`config.mk`:
```
export PLATFORM = sky130hd
export DESIGN_NAME = scroll_ctrl
export DESIGN_NICKNAME = d
export VERILOG_FILES = /design/src/rtl/scroll_pkg.sv /design/src/rtl/tick_gen.sv /design/src/rtl/scroll_ctrl.sv
export SDC_FILE = /design/constraint.sdc
export NUM_CORES = 1
export LEC_CHECK = 0
export ABC_AREA = 1
export CAP_MARGIN = 25
export CORE_MARGIN = 4
export CORE_UTILIZATION = 32
export CTS_CLUSTER_DIAMETER = 60
export DETAILED_ROUTE_END_ITERATION = 16
export GPL_TIMING_DRIVEN = 0
export MAX_ROUTING_LAYER = met4
export PLACE_DENSITY_LB_ADDON = 0.15
export SYNTH_ARGS = -nofsm -noshare
export SYNTH_HDL_FRONTEND = slang
export SYNTH_HIERARCHICAL = 1
export SYNTH_SLANG_ARGS = --single-unit
```
`constraint.sdc`:
```
create_clock -name clk -period 2.9 [get_ports clk]
set_input_delay 0.435 -clock clk [delete_from_list [all_inputs] [get_ports clk]]
set_output_delay 0.435 -clock clk [all_outputs]
set_load 0.05 [all_outputs]
```
`src/rtl/scroll_pkg.sv`:
```
// scroll_pkg: shared types and constants for the scrolling seven-segment message controller.
//   char_t      : 3-bit character code consumed by the per-digit decoders
//   CH_*        : character code constants (5 and 6 are undefined and pass through)
//   state_t     : scroll FSM states
//   def_char()  : default message content for a given digit position
package scroll_pkg;

    typedef logic [2:0] char_t;

    localparam char_t CH_D     = 3'd0;
    localparam char_t CH_E     = 3'd1;
    localparam char_t CH_ONE   = 3'd2;
    localparam char_t CH_ZERO  = 3'd3;
    localparam char_t CH_TWO   = 3'd4;
    localparam char_t CH_BLANK = 3'd7;

    typedef enum logic [1:0] {
        ST_IDLE  = 2'd0,
        ST_RUN   = 2'd1,
        ST_PAUSE = 2'd2
    } state_t;

    // Default message: digits 0..2 carry "2", "E", "d"; everything else blank.
    localparam char_t DEF_MSG_0 = CH_TWO;
    localparam char_t DEF_MSG_1 = CH_E;
    localparam char_t DEF_MSG_2 = CH_D;

    function automatic char_t def_char(input int unsigned idx);
        case (idx)
            0:       return DEF_MSG_0;
            1:       return DEF_MSG_1;
            2:       return DEF_MSG_2;
            default: return CH_BLANK;
        endcase
    endfunction

endpackage

```
`src/rtl/tick_gen.sv`:
```
// tick_gen: scroll-step prescaler, counts 0..TICK_DIV-1 while run is high.
//   clk, rst : clock, asynchronous active-high reset
//   run      : count enable (count holds when low)
//   clr      : synchronous clear, wins over run
//   tick     : combinational pulse while run and count is at its last value
module tick_gen #(
    parameter int unsigned TICK_DIV = 50_000_000
) (
    input  logic clk,
    input  logic rst,
    input  logic run,
    input  logic clr,
    output logic tick
);

    localparam int unsigned CW = (TICK_DIV > 1) ? $clog2(TICK_DIV) : 1;
    localparam logic [CW-1:0] LAST = CW'(TICK_DIV - 1);

    logic [CW-1:0] r_cnt;
    logic          w_last;

    assign w_last = (r_cnt == LAST);
    assign tick   = run & w_last;

    // Prescaler counter
    always_ff @(posedge clk or posedge rst) begin
        if (rst) begin
            r_cnt <= '0;
        end else if (clr) begin
            r_cnt <= '0;
        end else if (run) begin
            r_cnt <= w_last ? '0 : r_cnt + CW'(1);
        end
    end

endmodule

```
`src/rtl/scroll_ctrl.sv`:
```
// scroll_ctrl: rotates a NUM_DISP-digit character message across seven-segment positions.
//   clk, rst  : clock, asynchronous active-high reset
//   en        : 1 = auto-scroll, 0 = pause
//   dir       : 0 = rotate left (pos+1), 1 = rotate right (pos-1)
//   step      : manual single step (rising edge), honoured only when not running
//   load      : one-cycle strobe capturing msg_in, clears pos and prescaler
//   msg_in    : new message
//   char_out  : rotated message, combinational from registered msg/pos
//   pos       : current rotation offset
//   tick      : combinational pulse on each automatic advance
// Build option: define SCROLL_CTRL_SYNC_EN to pass en/dir/step through
// two-flop synchronizers (2 cycles extra latency).
module scroll_ctrl
    import scroll_pkg::*;
#(
    parameter int unsigned NUM_DISP = 8,
    parameter int unsigned TICK_DIV = 50_000_000
) (
    input  logic                          clk,
    input  logic                          rst,
    input  logic                          en,
    input  logic                          dir,
    input  logic                          step,
    input  logic                          load,
    input  logic [NUM_DISP-1:0][2:0]      msg_in,
    output logic [NUM_DISP-1:0][2:0]      char_out,
    output logic [$clog2(NUM_DISP)-1:0]   pos,
    output logic                          tick
);

    localparam int unsigned PW = $clog2(NUM_DISP);

    logic                     w_en;
    logic                     w_dir;
    logic                     w_step;
    logic                     r_step_d;
    logic                     w_step_rise;
    logic                     w_adv;
    logic                     w_run;
    logic                     w_tick;
    state_t                   r_state;
    state_t                   w_state_nxt;
    logic [PW-1:0]            r_pos;
    logic [NUM_DISP-1:0][2:0] r_msg;

`ifdef SCROLL_CTRL_SYNC_EN
    logic [2:0] r_sync1;
    logic [2:0] r_sync2;

    // Two-flop synchronizers for the asynchronous control inputs
    always_ff @(posedge clk or posedge rst) begin
        if (rst) begin
            r_sync1 <= '0;
            r_sync2 <= '0;
        end else begin
            r_sync1 <= {step, dir, en};
            r_sync2 <= r_sync1;
        end
    end

    assign {w_step, w_dir, w_en} = r_sync2;
`else
    assign w_en   = en;
    assign w_dir  = dir;
    assign w_step = step;
`endif

    // State register
    always_ff @(posedge clk or posedge rst) begin
        if (rst) begin
            r_state <= ST_IDLE;
        end else begin
            r_state <= w_state_nxt;
        end
    end

    // Next state; IDLE is only re-entered through reset
    always_comb begin
        w_state_nxt = r_state;
        w_run       = 1'b0;
        case (r_state)
            ST_IDLE: begin
                if (w_en) w_state_nxt = ST_RUN;
            end
            ST_RUN: begin
                w_run = 1'b1;
                if (!w_en) w_state_nxt = ST_PAUSE;
            end
            ST_PAUSE: begin
                if (w_en) w_state_nxt = ST_RUN;
            end
            default: w_state_nxt = ST_IDLE;
        endcase
    end

    tick_gen #(
        .TICK_DIV (TICK_DIV)
    ) u_tick_gen (
        .clk  (clk),
        .rst  (rst),
        .run  (w_run),
        .clr  (load),
        .tick (w_tick)
    );

    assign tick = w_tick;

    // Step edge detector
    always_ff @(posedge clk or posedge rst) begin
        if (rst) begin
            r_step_d <= 1'b0;
        end else begin
            r_step_d <= w_step;
        end
    end

    assign w_step_rise = w_step & ~r_step_d;
    assign w_adv       = w_tick | (w_step_rise & (r_state != ST_RUN));

    // Message and offset; load discards any coincident advance
    always_ff @(posedge clk or posedge rst) begin
        if (rst) begin
            r_pos <= '0;
            for (int unsigned i = 0; i < NUM_DISP; i++) begin
                r_msg[i] <= def_char(i);
            end
        end else if (load) begin
            r_pos <= '0;
            r_msg <= msg_in;
        end else if (w_adv) begin
            r_pos <= w_dir ? (r_pos - PW'(1)) : (r_pos + PW'(1));
        end
    end

    assign pos = r_pos;

    // char_out[i] = msg[(i - pos) mod NUM_DISP]; power-of-two width wraps naturally
    for (genvar g = 0; g < NUM_DISP; g++) begin : g_rot
        logic [PW-1:0] w_idx;
        assign w_idx       = PW'(g) - r_pos;
        assign char_out[g] = r_msg[w_idx];
    end

endmodule

```
# Word level (Yosys, flattened, before mapping)
# Index checks and enable logic that the tools add are counted.
# Widths: inputs -> output; s select.
dict set report op_classes {
  bitwise_logic 5
  n_eq_ne 6
  n_addsub 11
  n_reduce_logical 5
  magnitude_cmp 8
  mux 26
}
# op n
set ops {}
lappend ops {{$mux 26} 3}
lappend ops {{$bmux 3 s3} 8}
lappend ops {{$mux 3} 11}
lappend ops {{$lt 3x4->1 const B} 8}
lappend ops {{$add 26x1->26 const B} 1}
lappend ops {{$eq 26x26->1 const B} 1}
lappend ops {{$sub 3x3->3 const A} 4}
lappend ops {{$sub 1x3->3 const A} 2}
lappend ops {{$sub 2x3->3 const A} 2}
lappend ops {{$mux 2} 2}
lappend ops {{$ne 2x1->1 const B} 2}
lappend ops {{$pmux 2 s2} 1}
lappend ops {{$reduce_bool 2->1} 2}
lappend ops {{$add 3x1->3 const B} 1}
lappend ops {{$and 1x1->1} 3}
lappend ops {{$sub 3x1->3 const B} 1}
lappend ops {{$eq 2x1->1 const B} 1}
lappend ops {{$eq 2x2->1 const B} 1}
lappend ops {{$logic_not 2->1} 1}
lappend ops {{$ne 2x2->1 const B} 1}
lappend ops {{$reduce_and 2->1} 1}
lappend ops {{$reduce_or 2->1} 1}
lappend ops {{$mux 1} 1}
lappend ops {{$not 1->1} 1}
lappend ops {{$or 1x1->1} 1}
dict set report totals {
  out_inout_bits 28
  ff_bits 56
  word_cells 73
}

# Depth between registers and ports, before layout
dict set report logic_depth {
  ltp_word 6
  mapped_depth 12
  mapped_depth_nobuf 12
}

# Hierarchy
# The synthesis kept the hierarchy.
# module n_inst area_per_inst_um2 cells_each seq_area_each_um2
set by_module_without_submodules {}
lappend by_module_without_submodules {scroll_ctrl 1 2130.8 328 772.0}
lappend by_module_without_submodules {tick_gen 1 1642.8 231 650.6}

# Worst setup path after synthesis
# Ideal clock, no wire load.
dict set report synth_timing {
  path_kind {register -> output}
  startpoint {register r_pos[1] (netlist: pos[1])}
  endpoint {output char_out[0] (netlist bit)}
  arrival_ns 2.271
  stages_incl_launch_ff 9
  slack_ns 0.194
  path_cell_list {dfrtp_1 clkbuf_2 inv_1 buf_2 ha_1 buf_1 nand3_1 nand3_1 nand2_1}
}
# item line
set synth_lines {}
lappend synth_lines {{start, declared} scroll_ctrl.sv:43} ;# logic [PW-1:0] r_pos;
lappend synth_lines {{start signal, assigned} scroll_ctrl.sv:131} ;# r_pos <= w_dir ? (r_pos - PW'(1)) : (r_pos + PW'(1));
lappend synth_lines {{end, declared} scroll_ctrl.sv:26} ;# output logic [NUM_DISP-1:0][2:0] char_out,

==> metrics.md <==
| Metric | Value |
|---|---|
| Worst hold path class | register to register |
| Syn Nets | 593 |
| Yosys warns | 6 |
| FMAX | 0.3604 GHz |
| Setup TNS | 0 ns |
| Final Skew | between 0.008 and 0.009 ns |
| Crit path buffers/inverters | 5 |
| Power Dens Cells | 750.0 nW/um2 |
| RSZ-0062 raised after global routing | no |
| Vias in the first global route | 3736 |
| Largest fanout on the critical path | 10 |
| Ports | 58 |
| Max incr delay on CP | 0.49 ns |
| GR Overflow Total | 0 |
| CP Class | register to primary output |
| Critical Path End Type | primary output |
| Die width | between 100 and 150 um |
| Syn Area/Cell | 6.751 um2 |
| GRT Total Usage | 17.10% |
| DRC | 0 |
| Worst-skew pair later-pin latency | 0.30 ns |
| Die Ht | 116.6 um |
| Largest net degree at the start of global routing | 19 |
| Via count | 3792 |
| Final instance area | 4746 um2 |
| Die area | 13590 um2 |
| Slowest CP cell | clkdlybuf4s15_1 |
| Placed cell areas | 4578 um2 |
| Initial Util | 32.91% |
| Clock sink total | 56 |
| Final hold slack | between 0.4 and 0.5 ns |
| CTS root buf | clkbuf_16 |
| CTS buffer count | 5 |
| CP arrival | 2.34 ns |
| Initial antenna violation count | 0 |
| Yosys cell types | 35 |
| Final Cycle Share | a little over nine tenths |
| Area of the mapped netlist | 3774 um2 |
| First-pass GRT wire length | 17930 um |
| Worst endpoint required time | 2.47 ns |
| Buffers on Ports | 57 |
| Fin. Hold Viols | 0 |
| Clock buffer depth | 2 |
| CP delay by family, top | buffers and inverters |
| Routed Antenna Nets | 0 |
| Startpoint Class | register |
| Core Footprint | 11470 um2 |
| CTS tree | done |
| Max Slew Vio Count | 0 |
| VDD IR max | a little under 0.0006 V |
| Fillcell total | 1206 |
| Gpl congestion | around 0.96 |
| Slew HR | between 60% and 70% |
| Clock transition at path regs | 0.07 ns |
| Synth-to-Final Area Change | 25.76% |
| Initial DRT Pass Iterations | 5 |
| Max_cap viols | 0 |
| # setup viols final | 0 |
| Hold buffer count at cts | 0 |
| Layout cells sized above 1 | a little over an eighth |
| Fin util | between 40 and 50% |
| Ant. Diodes | 0 |
| Layout Nets | 660 |
| Cells along the critical path | clkbuf_4 -> inv_1 -> buf_4 -> ha_1 -> inv_1 -> nand3_1 -> nand3_1 -> nand2_1 -> clkdlybuf4s15_1 |
| DP Wirelength | 8670 um |
| Status | complete, no violations |
| Multi-input logic area | 2085 um2 |
| Slew @ Worst Pin | 0.5848 ns |
| Final Critical Period | 2.775 ns |
| Cells after synthesis | 559 |
| # rows | 39 |
| Yosys reg bits | 56 |
| DR WL/cell | 14.01 um |
| CTS HTree Levels | 2 |
| DR iter-0 viols | 175 |
| Vias per Instance | 4.925 |
| Commonest cells after routing, fill and taps aside | nand2_1, nand3_1, nor2_1 |
| Reg area | between 1000 and 1500 um2 |
| Commonest non-fill, non-tap cell in the layout | nand2_1 |
| Leakage | roughly 0.0022 uW |
| Drt total wl | 10780 um |
| Post-synthesis sequential area ratio | ~38% |
-- worst paths after layout --
path / start / end / slack, ns / depth (start not counted)
setup reg to reg: r_state[1] / u_tick_gen/r_cnt[21] / 1.19 / 11
max in group asynchronous: rst / r_msg[15] / 1.79 / 3
hold / removal: r_msg[3] / r_msg[3] / 0.48 / 2
setup / recovery: pos[1] / char_out[8] / 0.12 / 9
min in group asynchronous: rst / u_tick_gen/r_cnt[0] / 0.52 / 2
hold reg to reg: r_msg[3] / r_msg[3] / 0.48 / 2
-- Yosys cell counts --
library cell  number  area [um2]
nand2_4            1       11.26
fa_1               1       20.02
nand4_1            9       56.30
ha_1               3       37.54
a21boi_0           1       7.510
o21bai_1           1       7.510
nor2_2            13       81.33
clkbuf_2           1       5.000
buf_2             10       50.05
nand3_1          115       575.6
buf_4              2       15.01
a221oi_1           1       8.760
or2_2              1       6.260
buf_1              1       3.750
a21oi_1            4       20.02
o21ai_0            2       10.01
xor2_4             1       27.53
xor2_1             8       70.07
and2_1             2       12.51
xnor2_2            1       16.27
buf_8              1       15.01
nand3b_1           2       15.01
inv_1             36       135.1
nor2_4             2       22.52
nand2_2            3       18.77
nor3_1             2       10.01
nand2_1          211       792.0
clkinv_8           1       16.27
inv_2              4       15.01
dfrtp_1           39       975.9
clkbuf_1           2       7.510
xnor2_1            5       43.79
nor2_1            55       206.5
buf_6              1       11.26
dfstp_2           17       446.7
-- per-layer routing --
metal | up-vias | global-route usage (%) | part of all wire, %
met4 | 0 | 5.199 | 1.7
met2 | 82 | 29.21 | 49
met1 | 1780 | 20.84 | 44
li1 | 1917 | - | -
met5 | - | - | 0
met3 | 13 | 2.642 | 4.9
-- what timing repair did --
action,CTS,global route
setup endpoints to repair,16,20
buffers inserted,0,2
gates resized for setup,60,9
-- final cells by class --
type | count | share of cell area (%)
clock inverters | 1 | 0.6327
flip-flops and latches | 56 | 30.00
inverters | 41 | 3.506
plain buffers | 17 | 2.346
repair buffers | 61 | 12.60
multi-input cells | 444 | 43.92
well taps | 143 | 3.770
clock buffers | 7 | 3.216
-- flip-flops by register name, indices dropped and copies added (netlist names) --
signal            flops
r_step_d              1
u_tick_gen/r_cnt     26
pos                   3
r_state               2
r_msg                24
-- worst reg2reg max path, cell delays in order, from the launching register on --
cell and delay (ns):
dfrtp_1 0.40, inv_1 0.06, nand2_1 0.06, inv_1 0.11, nor2_4 0.08, inv_2 0.17, nand2_1 0.16, nor2_2 0.22
nand2_1 0.10, o21bai_1 0.13, nand2_1 0.06, nor2_1 0.08
-- where the power goes --
group	switching [uW]	internal (uW)
Sequential	53.9	843
Clock	279	455
Combinational	1380	550
-- cell families after synthesis --
group           after synthesis  synth area share, %
buf+inv                      59                7.261
flops                        56                37.70
compound gates                9                1.426
simple gates                416                47.91
fa+ha+maj                     4                1.525
xor+xnor                     15                4.178
-- stage by stage --
| step | worst slack [ns] | total power (uW) | std cells |
|---|---|---|---|
| floorplan | 0.1944 | 2277 | 559 |
| global placement | -0.2644 | 2912 | 759 |
| detailed placement | -0.3029 | 2938 | 761 |
| CTS | -0.1009 | 3585 | 769 |
| global route | 0.001625 | 3770 | 770 |
| finish | 0.1250 | 3559 | 770 |
No activity file was read; power rests on OpenSTA's default activity.
